[src/rtl/token_drop_ctrl_if.sv]
// Bundle between the game logic and the token drop sequencer.
// Game side (master) drives the move request and the board occupancy; the
// sequencer (slave) returns the landing report, animation state and status.
//   player_move   one-cycle move request
//   column_index  requested column, sampled with player_move
//   game_over     requests are ignored while high
//   board_red     red occupancy, row-major, row 0 at the top
//   board_grn     green occupancy, row-major
//   token_ready   one-cycle pulse when the token has landed
//   final_row     landing row (held after the pulse)
//   final_column  landing column (held after the pulse)
//   anim_active   falling token should be drawn
//   anim_row      current row of the falling token
//   anim_col      column of the falling token
//   busy          a drop is in flight
//   drop_error    one-cycle pulse, request rejected because column is full
interface token_drop_ctrl_if #(
  parameter int unsigned ROWS = 6
);
  logic                   player_move;
  logic [2:0]             column_index;
  logic                   game_over;
  logic [ROWS-1:0][15:0]  board_red;
  logic [ROWS-1:0][15:0]  board_grn;
  logic                   token_ready;
  logic [2:0]             final_row;
  logic [2:0]             final_column;
  logic                   anim_active;
  logic [2:0]             anim_row;
  logic [2:0]             anim_col;
  logic                   busy;
  logic                   drop_error;

  modport master (
    output player_move, column_index, game_over, board_red, board_grn,
    input  token_ready, final_row, final_column, anim_active, anim_row, anim_col,
           busy, drop_error
  );

  modport slave (
    input  player_move, column_index, game_over, board_red, board_grn,
    output token_ready, final_row, final_column, anim_active, anim_row, anim_col,
           busy, drop_error
  );
endinterface

[src/rtl/token_drop_ctrl.sv]
// Sequences one token drop on the Connect-4 board: checks the requested
// column has room, steps the token down one row every TICK_DIV cycles until
// it rests on the bottom row or on another token, then pulses token_ready
// with the landing cell. Requests arriving while a drop is in flight are
// discarded.
// Ports:
//   clk    system clock
//   reset  synchronous, active-high; aborts any drop without a landing pulse
//   bus    token_drop_ctrl_if slave modport (request, board, results, status)
module token_drop_ctrl #(
  parameter int unsigned ROWS     = 6,
  parameter int unsigned COLS     = 7,
  parameter int unsigned TICK_DIV = 25000000
) (
  input logic              clk,
  input logic              reset,
  token_drop_ctrl_if.slave bus
);

  localparam int unsigned CW = $clog2(TICK_DIV + 1);
  localparam logic [CW-1:0] TICK_RELOAD = CW'(TICK_DIV - 1);
  localparam logic [2:0] LAST_ROW = 3'(ROWS - 1);
  localparam logic [3:0] NUM_COLS = 4'(COLS);

  typedef enum logic [1:0] {
    StIdle,
    StFall,
    StLand
  } state_e;

  state_e        state_q;
  logic [CW-1:0] cnt_q;
  logic          token_ready_q;
  logic [2:0]    final_row_q;
  logic [2:0]    final_column_q;
  logic          anim_active_q;
  logic [2:0]    anim_row_q;
  logic [2:0]    anim_col_q;
  logic          busy_q;
  logic          drop_error_q;

  // Column c lives at board bit 15-c.
  function automatic logic [3:0] col_bit(input logic [2:0] c);
    return 4'd15 - {1'b0, c};
  endfunction

  logic       req_valid;
  logic       top_occ;
  logic [2:0] row_next;
  logic       below_occ;

  assign req_valid = bus.player_move && !bus.game_over && ({1'b0, bus.column_index} < NUM_COLS);
  assign top_occ   = bus.board_red[0][col_bit(bus.column_index)] |
                     bus.board_grn[0][col_bit(bus.column_index)];
  assign row_next  = anim_row_q + 3'd1;

  // Only look one row down when that row exists on the board.
  always_comb begin
    below_occ = 1'b0;
    if (anim_row_q != LAST_ROW) begin
      below_occ = bus.board_red[row_next][col_bit(anim_col_q)] |
                  bus.board_grn[row_next][col_bit(anim_col_q)];
    end
  end

  always_ff @(posedge clk) begin
    if (reset) begin
      state_q        <= StIdle;
      cnt_q          <= '0;
      token_ready_q  <= 1'b0;
      final_row_q    <= 3'd0;
      final_column_q <= 3'd0;
      anim_active_q  <= 1'b0;
      anim_row_q     <= 3'd0;
      anim_col_q     <= 3'd0;
      busy_q         <= 1'b0;
      drop_error_q   <= 1'b0;
    end else begin
      token_ready_q <= 1'b0;
      drop_error_q  <= 1'b0;
      unique case (state_q)
        StIdle: begin
          if (req_valid) begin
            if (top_occ) begin
              drop_error_q <= 1'b1;
            end else begin
              anim_col_q    <= bus.column_index;
              anim_row_q    <= 3'd0;
              anim_active_q <= 1'b1;
              cnt_q         <= TICK_RELOAD;
              busy_q        <= 1'b1;
              state_q       <= StFall;
            end
          end
        end
        StFall: begin
          if (cnt_q == '0) begin
            if ((anim_row_q == LAST_ROW) || below_occ) begin
              state_q        <= StLand;
              token_ready_q  <= 1'b1;
              final_row_q    <= anim_row_q;
              final_column_q <= anim_col_q;
            end else begin
              anim_row_q <= row_next;
              cnt_q      <= TICK_RELOAD;
            end
          end else begin
            cnt_q <= cnt_q - 1'b1;
          end
        end
        StLand: begin
          state_q       <= StIdle;
          anim_active_q <= 1'b0;
          busy_q        <= 1'b0;
        end
        default: begin
          state_q <= StIdle;
        end
      endcase
    end
  end

  assign bus.token_ready  = token_ready_q;
  assign bus.final_row    = final_row_q;
  assign bus.final_column = final_column_q;
  assign bus.anim_active  = anim_active_q;
  assign bus.anim_row     = anim_row_q;
  assign bus.anim_col     = anim_col_q;
  assign bus.busy         = busy_q;
  assign bus.drop_error   = drop_error_q;

endmodule

[src/flat_wrapper.sv]
// flat-port wrapper written by rule: the top's interface ports become plain ports
module token_drop_ctrl_flat 
#(
  parameter int unsigned ROWS     = 6,
  parameter int unsigned COLS     = 7,
  parameter int unsigned TICK_DIV = 25000000
)
  (clk, reset, bus_player_move, bus_column_index, bus_game_over, bus_board_red, bus_board_grn, bus_token_ready, bus_final_row, bus_final_column, bus_anim_active, bus_anim_row, bus_anim_col, bus_busy, bus_drop_error);
  token_drop_ctrl_if #(.ROWS(ROWS)) bus_i ();
  input logic clk;
  input logic reset;
  input wire logic [$bits(bus_i.player_move)-1:0] bus_player_move;
  input wire logic [$bits(bus_i.column_index)-1:0] bus_column_index;
  input wire logic [$bits(bus_i.game_over)-1:0] bus_game_over;
  input wire logic [$bits(bus_i.board_red)-1:0] bus_board_red;
  input wire logic [$bits(bus_i.board_grn)-1:0] bus_board_grn;
  output wire logic [$bits(bus_i.token_ready)-1:0] bus_token_ready;
  output wire logic [$bits(bus_i.final_row)-1:0] bus_final_row;
  output wire logic [$bits(bus_i.final_column)-1:0] bus_final_column;
  output wire logic [$bits(bus_i.anim_active)-1:0] bus_anim_active;
  output wire logic [$bits(bus_i.anim_row)-1:0] bus_anim_row;
  output wire logic [$bits(bus_i.anim_col)-1:0] bus_anim_col;
  output wire logic [$bits(bus_i.busy)-1:0] bus_busy;
  output wire logic [$bits(bus_i.drop_error)-1:0] bus_drop_error;
  assign bus_i.player_move = bus_player_move;
  assign bus_i.column_index = bus_column_index;
  assign bus_i.game_over = bus_game_over;
  assign bus_i.board_red = bus_board_red;
  assign bus_i.board_grn = bus_board_grn;
  assign bus_token_ready = bus_i.token_ready;
  assign bus_final_row = bus_i.final_row;
  assign bus_final_column = bus_i.final_column;
  assign bus_anim_active = bus_i.anim_active;
  assign bus_anim_row = bus_i.anim_row;
  assign bus_anim_col = bus_i.anim_col;
  assign bus_busy = bus_i.busy;
  assign bus_drop_error = bus_i.drop_error;
  token_drop_ctrl #(.ROWS(ROWS), .COLS(COLS), .TICK_DIV(TICK_DIV)) u_core (.clk(clk), .reset(reset), .bus(bus_i));
endmodule
[config.mk]
export PLATFORM = sky130hd
export DESIGN_NAME = token_drop_ctrl_flat
export DESIGN_NICKNAME = d
export VERILOG_FILES = /design/src/rtl/token_drop_ctrl_if.sv /design/src/rtl/token_drop_ctrl.sv /design/src/flat_wrapper.sv
export SDC_FILE = /design/constraint.sdc
export NUM_CORES = 1
export LEC_CHECK = 0
export ABC_AREA = 1
export CORE_MARGIN = 4
export CORE_UTILIZATION = 37
export CTS_BUF_LIST = sky130_fd_sc_hd__clkbuf_8
export DETAILED_ROUTE_END_ITERATION = 16
export GPL_TIMING_DRIVEN = 0
export PLACE_DENSITY = 0.83
export SKIP_CTS_REPAIR_TIMING = 1
export SYNTH_ARGS = -nofsm -noshare
export SYNTH_HDL_FRONTEND = slang
export SYNTH_SLANG_ARGS = --single-unit
[constraint.sdc]
create_clock -name clk -period 2.8 [get_ports clk]
set_input_delay 0.56 -clock clk [delete_from_list [all_inputs] [get_ports clk]]
set_output_delay 0.56 -clock clk [all_outputs]
set_load 0.02 [all_outputs]
After elaboration in Yosys (flattened, before gate mapping)
Index checks and enable logic that the tools add are counted.

storage, ports and cells
  register bits after elaboration = 42
  latch bits = 0
  RAM bits = 0
  ROM bits = 0
  input bits = 199
  output and inout port bits = 16
  logic and storage cells = 83
  memories = 0

cells by class
  add/sub/neg operators = 4
  $mul = 0
  div/mod/pow operators = 0
  order comparisons = 4
  equality and inequality tests = 10
  shift-type cells = 0
  multiplexer cells = 33
  bitwise operators = 7
  reduce and logical (&&, ||, !) cells = 16

operator list
  kind                   count
  $mux 25                4
  $bmux 16 s3            2
  $pmux 25 s2            1
  $mux 16                2
  $logic_not 25->1       1
  $sub 25x1->25 const B  1
  $bmux 1 s4             4
  $mux 3                 4
  $lt 4x5->1 const B     2
  $mux 1                 9
  $reduce_and 3->1       3
  $mux 2                 4
  $reduce_and 4->1       2
  $sub 4x3->4 const A    2
  $ne 2x1->1 const B     3
  $ne 3x3->1 const B     2
  $pmux 3 s2             1
  $reduce_or 3->1        2
  $not 1->1              5
  $reduce_and 5->1       1
  $lt 3x4->1 const B     1
  $ne 2x2->1 const B     2
  $pmux 2 s2             1
  $reduce_bool 2->1      2
  other kinds (11)       13

Logic depth before layout (Yosys ltp)
Gate-level depths: netlist of run 1.

  depth in word-level cells = 11
  mapped depth = 18
  depth with buffers taken out = 17

Worst setup path after synthesis of run 1
Ideal clock, no wire load.

  path kind = reg-to-reg
  start point = register u_core.anim_row_q[1] (netlist: u_core.bus.anim_row[1])
  end point = register u_core.cnt_q[0]
  setup time = 0.110 ns
  arrival = 2.128 ns
  required time = 2.690 ns
  path slack = 0.563 ns
  stages on the path, launching flop included = 18
  path buffers = 2
  clock period less this slack = 2.237 ns
  cell sequence = dfxtp_1 -> inv_1 -> ha_1 -> buf_2 -> nor2_1 -> nand2_1 -> nand3_1 -> nand3_1 -> nand3_1 -> a21oi_1 -> nand2_1 -> nand3_2 -> nand3_4 -> nand2_4 -> buf_6 -> nand2_1 -> nand3_1 -> inv_2

on the way
  cells in the longest elaborated chain, start to end = 10
  elaborated cells on any way between the ends = 16
  those cells by class = add/sub (1); eq/ne (3); mux (9); bitwise (1); reduce/logical (2)

ends and longest elaborated chain
  element                                RTL line                                      RTL
  start: declaration                     token_drop_ctrl.sv:37                         logic [2:0] anim_row_q;
  start signal: assignment               token_drop_ctrl.sv:104                        anim_row_q <= row_next;
  $add 3x1->3                            token_drop_ctrl.sv:55                         assign row_next = anim_row_q + 3'd1;
  $bmux 16 s3, on equally long branches  token_drop_ctrl.sv:61, token_drop_ctrl.sv:62
  $mux 16, on equally long branches      token_drop_ctrl.sv:61, token_drop_ctrl.sv:62
  $bmux 1 s4, on equally long branches   token_drop_ctrl.sv:61, token_drop_ctrl.sv:62
  $mux 1, on equally long branches       token_drop_ctrl.sv:61, token_drop_ctrl.sv:62
  $or 1x1->1                             token_drop_ctrl.sv:61                         below_occ = bus.board_red[row_next][col_bit(anim_col_q)] |
  $mux 1                                 token_drop_ctrl.sv:60                         if (anim_row_q != LAST_ROW) begin
  $logic_or 1x1->1 (*)                   token_drop_ctrl.sv:98                         if ((anim_row_q == LAST_ROW) || below_occ) begin
  $ne 3x3->1 (no line) (*)               --
  $reduce_and 4->1 (no line) (*)         --
  end signal: assignment                 token_drop_ctrl.sv:108                        cnt_q <= cnt_q - 1'b1;
  end: declaration                       token_drop_ctrl.sv:32                         logic [CW-1:0] cnt_q;

Every way passes the cells marked *; elsewhere a longest branch is shown, timed or not. The select of a mux whose other input is x is not followed.
A chain may end at the register's enable or synchronous reset.

Worst setup path after layout of run 1
  start point = register u_core.anim_row_q[1] (netlist: u_core.bus.anim_row[1])
  end point = register u_core.cnt_q[16]

The elaborated chain is that of the path after synthesis.

==> metrics, run 1 <==
setup TNS=0 ns; largest net degree at the start of global routing=15; Remaining DRCs=0; Total Routed Length=11.5 mm; worst reg2reg endpoint=u_core.cnt_q[16]; DR pass1 iterations=5; vias in the first global route=3782; cell mode on critical path=nand3_1; fin crit share=91.2%; clk_lat worst skew=0.31 ns; kind of end point of the critical path=register; synth-to-layout area growth=45.2%; Cell Area, Synth=3220 µm²; Max stage delay on crit path=0.42 ns; htree depth=2; post-synthesis sequential area ratio=26.1%; number of synthesized flops with an enable pin=0; post-layout total power=1.94 mW; Final Skew=0.00975 ns; fin. max-slew vios=0; Clk pin slew, worst setup/hold paths=0.09 ns; #FFs+latches synth=42; ys flop type=dfxtp_1; worst rel slew slack=62.4%; CP cell instances=inv_1 -> ha_1 -> clkbuf_4 -> nor2_1 -> nand2_1 -> nand3_1 -> nand3_1 -> nand3_1 -> a21oi_1 -> nand2_1 -> nand3_2 -> nand3_4 -> nand2_4 -> buf_6 -> nand2_1 -> nand3_1 -> inv_2; CTS tree=yes; site row count=33; Die Y=101 µm; Final nets=873; CP max FO=10; initial core utilization=38.6%; worst slew pin tran=0.565 ns; crit path to=u_core.cnt_q[16]; Hold Fails Final Rpt=0; Worst VDD drop=273 µV; global-route wire length before repair=17.7 mm; diodes inserted=0; full die area=10300 µm²; port buffer count=116; Worst path slowest cell=dfxtp_1; r2r setup slk=0.25 ns; outcome=finished clean; FMAX=392 MHz; GR Util All Layers=21.7%; Synth async-reset ratio=0%; Worst Setup Start Kind=register; count of different cell masters after synthesis=33; Avg Inst Size Synth=5.90 µm²; worst endpoint required time=3.02 ns; Power Density=415 nW/µm²; Final setup viols=0; Max Cap Viol=0; Ports=215; Synth Instances=546; leakage power=2.14 nW; YS warnings=0; RSZ-0062 raised after global routing=no; drt wl/cell=14.8 µm; syn nets=748; worst r2r path cells=17; CP Class=reg2reg; GP Congestion=0.903; minimum clock period=2.55 ns; FF-to-FF Start=u_core.bus.anim_row[1]; Arr. time, crit path=2.77 ns; Core Footprint=8340 µm²; via density per instance=5.13; Root Driver=clkbuf_8; CTS sink cnt=42; Max clock buf depth=2; Worst Hold Class=reg2reg; detailed placement HPWL=9.15 mm; cts bufs inserted=5; total congestion overflow=0; DR iter-0 viols=218; Die Width=101 µm; DR vias=3984; share of cells above drive strength 1=8.48%; Critical path origin=u_core.bus.anim_row[1]; antenna viol nets, final=0; initial antenna violation count=0
## worst min-delay path by stage
stage	from	endpoint	slack, ns	depth (start not counted)
3_5_place_dp	u_core.bus.final_row[2]	u_core.bus.final_row[2]	0.47	2
3_3_place_gp	u_core.bus.final_row[0]	u_core.bus.final_row[0]	0.47	2
5_1_grt	u_core.bus.final_column[1]	u_core.bus.final_column[1]	0.52	2
6_report	u_core.bus.final_row[2]	u_core.bus.final_row[2]	0.48	2
2_1_floorplan	u_core.cnt_q[23]	u_core.cnt_q[23]	0.49	2
4_1_cts	u_core.bus.final_row[2]	u_core.bus.final_row[2]	0.49	2
## sequential cells by signal (all words and copies together), names as in the netlist
name	flops
u_core.bus.anim_row	3
u_core.state_q	2
u_core.bus.token_ready	1
u_core.bus.final_column	3
u_core.cnt_q	25
u_core.bus.busy	1
u_core.bus.anim_col	3
u_core.bus.final_row	3
u_core.bus.drop_error	1
## metrics by stage
step | cell area [µm²] | std cells | setup slack [ns] | utilization (%) | hold WS, ns
floorplan | 3220 | 546 | 0.563 | - | 0.490
global placement | 4510 | 767 | 0.135 | 54.1 | 0.467
CTS | 4650 | 775 | 0.206 | 55.8 | 0.486
global route | 4680 | 777 | 0.00534 | 56.1 | 0.522
finish | 4680 | 777 | 0.247 | 56.1 | 0.480
detailed placement | 4510 | 767 | 0.103 | 54.1 | 0.472
## cell type report
cell class,count,area (µm²)
Fill cell,779,3660
Multi-Input combinational cell,407,2000
Timing Repair Buffer,118,1180
Sequential cell,42,841
Inverter,79,297
Tap cell,105,131
Buffer,18,97.6
Clock buffer,5,68.8
Clock inverter,3,68.8
## synth_stat cells (2+ instances only)
master,count,area (µm²)
buf_4,3,22.5
nand2_2,3,18.8
dfxtp_1,42,841
clkbuf_1,7,26.3
buf_2,7,35.0
o21ai_1,6,30.0
inv_1,62,233
a21oi_1,31,155
xor2_1,8,70.1
ha_1,3,37.5
or2_2,3,18.8
o31ai_1,5,37.5
a31oi_1,2,12.5
nand3_2,4,40.0
nand2_1,125,469
nor4_1,2,12.5
nor3_1,9,45.0
nand3b_1,6,45.0
nor2_2,2,12.5
nand4_1,13,81.3
nor2_1,81,304
nor2_4,4,45.0
inv_2,16,60.1
o21ai_0,25,125
or2_0,2,12.5
nand3_1,68,340
## metal layers
metal | up-vias | track usage [%] | share of wire (%)
met2 | 161 | 40.6 | 51
li1 | 2011 | - | -
met3 | 22 | 4.13 | 7.4
met5 | - | 0 | 0
met4 | 0 | 6.95 | 2.4
met1 | 1790 | 24.5 | 39
## placed cells by master (no fill, tap or decap), drive strengths merged
master	count
nor2	88
nand4	14
clkbuf	13
nand3b	6
nor3	9
xor2	8
nand2	129
or2	6
a31oi	2
nand3	73
clkdlybuf4s50	116
buf	12
o21ai	31
a21oi	31
inv	78
dfxtp	42
ha	3
bufinv	2
o31ai	5
clkinv	2
nor4	2
## power by group
group / internal [mW] / switching (mW)
registers: 0.631 / 0.0363
clock network: 0.357 / 0.233
logic: 0.310 / 0.376
total: 1.30 / 0.646
## logic make-up (layout without fill, tap and decap cells)
logic type / after synthesis / count (layout) / synth area share [%]
AOI/OAI and AO/OA: 69 / 69 / 11.2
buffers and inverters: 97 / 223 / 12.2
and+or+nand+nor: 327 / 327 / 47.2
xor gates and xnor gates: 8 / 8 / 2.17
adders and majority gates: 3 / 3 / 1.17
DFF: 42 / 42 / 26.1
## worst max-delay path, delay by kind of cell (launching register included)
family | cells | cell delay (ns)
buffers and inverters | 4 | 0.50
AND/OR/NAND/NOR | 11 | 1.03
adder cells (fa/ha/maj) | 1 | 0.35
AO/OA/AOI/OAI | 1 | 0.14
flip-flops | 1 | 0.42
Power figures use the tool's default switching activity.
==> run 2: changes to the inputs <==
--- a/config.mk
+++ b/config.mk
@@ -11,6 +11,7 @@
 export CTS_BUF_LIST = sky130_fd_sc_hd__clkbuf_8
 export DETAILED_ROUTE_END_ITERATION = 16
 export GPL_TIMING_DRIVEN = 0
+export MAX_ROUTING_LAYER = met4
 export PLACE_DENSITY = 0.83
 export SKIP_CTS_REPAIR_TIMING = 1
 export SYNTH_ARGS = -nofsm -noshare
==> metrics, run 2 (synthesis gave the netlist of run 1 again) <==
largest net degree at the start of global routing=14 (was 15); dpl ws=0.0741 ns (was 0.103 ns); Core Footprint=8340 µm² (unchanged); final non-filler cell total=777 (unchanged); synth-to-layout area growth=44.2% (was 45.2%); Largest Register=u_core.cnt_q (unchanged); initial core utilization=38.6% (unchanged); Max Cap Viol=0 (unchanged); kind of end point of the critical path=register (unchanged); Power Density=396 nW/µm² (was 415 nW/µm²); fin. max-slew vios=0 (unchanged); GP Congestion=0.919 (was 0.903); outcome=finished clean (unchanged); CP max FO=10 (unchanged); site row count=33 (unchanged); Max clock buf depth=2 (unchanged); fill cell count=796 (was 779); Worst VDD drop=226 µV (was 273 µV); diodes inserted=0 (unchanged); Arr. time, crit path=2.74 ns (was 2.77 ns); detailed placement HPWL=9.03 mm (was 9.15 mm); DR vias=3995 (was 3984); worst rel slew slack=61.8% (was 62.4%); clk_lat worst skew=0.30 ns (was 0.31 ns); worst endpoint required time=3.01 ns (was 3.02 ns); Ports=215 (unchanged); FMAX=395 MHz (was 392 MHz); via density per instance=5.14 (was 5.13); total congestion overflow=0 (unchanged); Remaining DRCs=0 (unchanged); Die Y=101 µm (unchanged); CTS sink cnt=42 (unchanged); Hold Fails Final Rpt=0 (unchanged); cts bufs inserted=5 (unchanged); port buffer count=116 (unchanged); fin worst setup slack=0.269 ns (was 0.247 ns); Placed Cells=767 (unchanged); worst slew pin tran=0.573 ns (was 0.565 ns); Final setup viols=0 (unchanged); antenna viol nets, final=0 (unchanged); commonest non-fill, non-tap cell in the layout=nand2_1 (unchanged); Total Routed Length=11.4 mm (was 11.5 mm); vias in the first global route=3762 (was 3782); drt wl/cell=14.7 µm (was 14.8 µm); Final nets=873 (unchanged); htree depth=2 (unchanged); CTS tree=yes (unchanged); Worst Hold Class=reg2reg (unchanged); full die area=10300 µm² (unchanged); DR iter-0 viols=207 (was 218); Root Driver=clkbuf_8 (unchanged); minimum clock period=2.53 ns (was 2.55 ns); max reg flops=25 (unchanged); initial antenna violation count=0 (unchanged); Die Width=101 µm (unchanged); most frequent cells in the layout=125 x nand2_1, 116 x clkdlybuf4s50_1, 81 x nor2_1 (unchanged); leakage power=2.13 nW (was 2.14 nW); DR pass1 iterations=5 (unchanged); Clk pin slew, worst setup/hold paths=0.08 ns (was 0.09 ns); Worst Setup Start Kind=register (unchanged); setup TNS=0 ns (unchanged); Final Skew=0.00428 ns (was 0.00975 ns); CP Class=reg2reg (unchanged); fin crit share=90.4% (was 91.2%); GR Util All Layers=21.8% (was 21.7%); post-layout total power=1.84 mW (was 1.94 mW); share of cells above drive strength 1=8.48% (unchanged); global-route wire length before repair=17.5 mm (was 17.7 mm); Layout Utilization=55.7% (was 56.1%)
==> run 2: changes by cell type in the layout (fill, tap and decap cells not counted) <==
cell       change
clkbuf_4       -1
buf_2          +1
bufinv_16      -1
clkinv_2       +2
clkinv_4       -1
==> run 2: final timing paths <==
check / start / to / slack [ns] / cells past startpoint
min reg2reg: u_core.bus.final_row[0] / u_core.bus.final_row[0] / 0.48 / 2
max reg2reg: u_core.bus.anim_row[1] / u_core.cnt_q[16] / 0.27 / 17
min: u_core.bus.final_row[0] / u_core.bus.final_row[0] / 0.48 / 2
max: u_core.bus.anim_row[1] / u_core.cnt_q[16] / 0.27 / 17
==> run 2: power by group <==
| part | total [mW] | leakage [nW] | internal [mW] | switching [mW] |
|---|---|---|---|---|
| clock network | 0.490 | 0.0579 | 0.263 | 0.227 |
| logic | 0.682 | 1.73 | 0.309 | 0.372 |
| registers | 0.667 | 0.341 | 0.631 | 0.0368 |
| total | 1.84 | 2.13 | 1.20 | 0.636 |
==> run 2: critical path: stages, from the launching register on <==
cell and delay, ns:
dfxtp_1 0.42, inv_1 0.06, ha_1 0.35, buf_2 0.25, nor2_1 0.07, nand2_1 0.06, nand3_1 0.07, nand3_1 0.08
nand3_1 0.09, a21oi_1 0.13, nand2_1 0.09, nand3_2 0.11, nand3_4 0.14, nand2_4 0.16, buf_6 0.17, nand2_1 0.07
nand3_1 0.08, inv_2 0.03
==> run 2: final cells by class <==
| cell class | count | area (µm²) | area share [%] |
|---|---|---|---|
| timing repair buffer | 118 | 1180 | 25.3 |
| buffer | 18 | 95.1 | 2.05 |
| multi-input combinational | 407 | 2000 | 43.0 |
| tap | 105 | 131 | 2.83 |
| sequential | 42 | 841 | 18.1 |
| inverter | 79 | 297 | 6.38 |
| clock inverter | 3 | 40.0 | 0.862 |
| clock buffer | 5 | 68.8 | 1.48 |
==> run 2: metrics by stage <==
step           instance area [µm²]  hold WS (ns)
2_1_floorplan                 3220         0.490
5_1_grt                       4650         0.520
4_1_cts                       4620         0.482
6_report                      4650         0.481
3_3_place_gp                  4510         0.467
3_5_place_dp                  4510         0.470
==> run 2: metal layers <==
layer  GRT usage, %  wire length, µm  part of all wire, %
met4           8.49              355                  3.1
met5              -                0                    0
met3           4.48              972                  8.5
met2           39.4             5660                   50
met1           23.2             4400                   39
==> run 3: changes to the inputs <==
--- a/config.mk
+++ b/config.mk
@@ -13,6 +13,7 @@
 export GPL_TIMING_DRIVEN = 0
 export MAX_ROUTING_LAYER = met4
 export PLACE_DENSITY = 0.83
+export SETUP_SLACK_MARGIN = 0.2
 export SKIP_CTS_REPAIR_TIMING = 1
 export SYNTH_ARGS = -nofsm -noshare
 export SYNTH_HDL_FRONTEND = slang
==> metrics, run 3 (synthesis gave the netlist of run 1 again) <==
design area=4700 µm² (was 4650 µm²); fin crit share=87.6% (was 90.4%); worst endpoint required time=3.03 ns (was 3.01 ns); minimum clock period=2.45 ns (was 2.53 ns); total congestion overflow=0 (unchanged); DR pass1 iterations=5 (unchanged); share of cells above drive strength 1=9.35% (was 8.48%); CTS sink cnt=42 (unchanged); global-route wire length before repair=17.5 mm (unchanged); commonest non-fill, non-tap cell in the layout=nand2_1 (unchanged); leakage power=2.14 nW (was 2.13 nW); max reg flops=25 (unchanged); crit-path leading delay family=buffers and inverters (was simple AND/OR/NAND/NOR gates); placed inst area=4510 µm² (unchanged); GR Util All Layers=21.8% (unchanged); Worst Path Buf+Inv=3 (was 4); Max stage delay on crit path=0.62 ns (was 0.42 ns); Core Footprint=8340 µm² (unchanged); combinational power share=37.4% (was 37.1%); Clk network pwr share=26.5% (was 26.6%); fill cell count=793 (was 796); fin. max-slew vios=0 (unchanged); htree depth=2 (unchanged); Die Y=101 µm (unchanged); detailed placement HPWL=9.03 mm (unchanged); r2r setup slk=0.41 ns (was 0.27 ns); sw frac=34.7% (was 34.6%); DR iter-0 viols=215 (was 207); antenna viol nets, final=0 (unchanged); Layout Utilization=56.3% (was 55.7%); GP Congestion=0.919 (unchanged); Storage cell area=843 µm² (was 841 µm²); Max clock buf depth=2 (unchanged); FMAX=408 MHz (was 395 MHz); CP max FO=10 (unchanged); Worst VDD drop=226 µV (about the same); Clk pin slew, worst setup/hold paths=0.08 ns (about the same); most frequent cells in the layout=125 x nand2_1, 116 x clkdlybuf4s50_1, 80 x nor2_1 (was 125 x nand2_1, 116 x clkdlybuf4s50_1, 81 x nor2_1); Hold Fails Final Rpt=0 (unchanged); Final Skew=0.00577 ns (was 0.00428 ns); CP Class=in2reg (was reg2reg); Hold Path End=u_core.bus.final_row[0] (unchanged); Final setup viols=0 (unchanged); RSZ-0062 raised after global routing=no; worst r2r path cells=16 (was 17); largest net degree at the start of global routing=14 (unchanged); full die area=10300 µm² (unchanged); Int Pwr=1.21 mW (was 1.20 mW); Total Routed Length=11.5 mm (was 11.4 mm); kind of end point of the critical path=register (unchanged); worst reg2reg endpoint=u_core.cnt_q[16] (unchanged); clk_lat worst skew=0.30 ns (about the same); CP cell instances=clkdlybuf4s50_1 -> inv_1 -> a31oi_1 -> o31ai_1 -> nand3_1 -> nand2_1 -> nand4_1 -> clkbuf_1 -> nand4_1 -> a21oi_1 (was inv_1 -> ha_1 -> buf_2 -> nor2_1 -> nand2_1 -> nand3_1 -> nand3_1 -> nand3_1 -> a21oi_1 -> nand2_1 -> nand3_2 -> nand3_4 -> nand2_4 -> buf_6 -> nand2_1 -> nand3_1 -> inv_2); cell mode on critical path=nand4_1 (was nand3_1); Min-Delay Startpoint=u_core.bus.final_row[0] (unchanged); Sw Pwr=0.642 mW (was 0.636 mW); outcome=finished clean (unchanged); worst rel slew slack=61.5% (was 61.8%); Worst path slowest cell=clkdlybuf4s50_1 (was dfxtp_1); cts bufs inserted=5 (unchanged); fin worst setup slack=0.348 ns (was 0.269 ns); diodes inserted=0 (unchanged); Remaining DRCs=0 (unchanged); Worst Setup Start Kind=primary input (was register); drt wl/cell=14.8 µm (was 14.7 µm); Ports=215 (unchanged); Final nets=875 (was 873); CTS tree=yes (unchanged); Max Cap Viol=0 (unchanged); multi-input logic area=2020 µm² (was 2000 µm²); Die Width=101 µm (unchanged); worst slew pin tran=0.578 ns (was 0.573 ns); Hold Path Stages=2 (unchanged); via density per instance=5.12 (was 5.14); Worst Hold Class=reg2reg (unchanged); Arr. time, crit path=2.69 ns (was 2.74 ns); initial core utilization=38.6% (unchanged); initial antenna violation count=0 (unchanged); vias in the first global route=3762 (unchanged); site row count=33 (unchanged); Largest Register=u_core.cnt_q (unchanged); Power Density=393 nW/µm² (was 396 nW/µm²); Seq pwr share=36.1% (was 36.3%); DR vias=3990 (was 3995); FF-to-FF Start=u_core.cnt_q[0] (was u_core.bus.anim_row[1]); Root Driver=clkbuf_8 (unchanged); setup TNS=0 ns (unchanged); synth-to-layout area growth=45.8% (was 44.2%); post-layout total power=1.85 mW (was 1.84 mW); port buffer count=116 (unchanged); dpl ws=0.0741 ns (unchanged)
-- run 3: power groups by stage --
stage | sequential (mW) | combinational [mW] | clock, mW
after floorplan | 0.677 | 0.418 | 0
after global placement | 0.678 | 0.660 | 0
after detailed placement | 0.680 | 0.670 | 0
after CTS | 0.666 | 0.672 | 0.491
after global routing | 0.672 | 0.762 | 0.520
final | 0.667 | 0.690 | 0.490
-- run 3: per-stage QoR --
step	cells	hold WS [ns]
detailed placement	767	0.470
finish	779	0.482
floorplan	546	0.490
global placement	767	0.467
global route	779	0.520
CTS	775	0.482
-- run 3: layout make-up --
| cell class | instances | share of cell area, % |
|---|---|---|
| clock inverters | 3 | 0.852 |
| well taps | 105 | 2.80 |
| clock buffers | 5 | 1.46 |
| flip-flops and latches | 42 | 17.9 |
| multi-input cells | 407 | 43.1 |
| repair buffers | 120 | 25.4 |
| inverters | 79 | 6.36 |
| plain buffers | 18 | 2.16 |
-- run 3: worst register-to-register path, cell delays in order, from the launching register on --
cell and delay (ns):
dfxtp_1 0.34, inv_1 0.08, ha_1 0.25, nand3_4 0.16, nor2_8 0.20, nand4_4 0.11, nor2_2 0.12, nand3_2 0.11
nor2_4 0.12, nand2_2 0.08, nor2_4 0.10, nand3_4 0.14, nand2_8 0.13, buf_6 0.16, nand2_1 0.07, nand3_1 0.09
inv_2 0.04
-- run 3: worst max path at each step --
| stage | from | end | slack [ns] | depth (start not counted) |
|---|---|---|---|---|
| global placement | bus_board_red[8] | u_core.cnt_q[11] | 0.13 | 14 |
| finish | bus_column_index[2] | u_core.cnt_q[4] | 0.35 | 10 |
| floorplan | u_core.bus.anim_row[1] | u_core.cnt_q[0] | 0.56 | 17 |
| global route | u_core.bus.anim_row[1] | u_core.cnt_q[21] | 0.20 | 17 |
| detailed placement | bus_board_red[91] | u_core.cnt_q[15] | 0.07 | 13 |
| CTS | u_core.bus.anim_row[1] | u_core.cnt_q[11] | 0.16 | 14 |
-- run 3: layer usage --
metal	up-vias	wire length, µm	GRT usage [%]
li1	2006	-	-
met1	1802	4540	23.2
met2	157	5770	39.4
met3	25	860	4.48
met4	0	333	8.49
met5	-	0	-
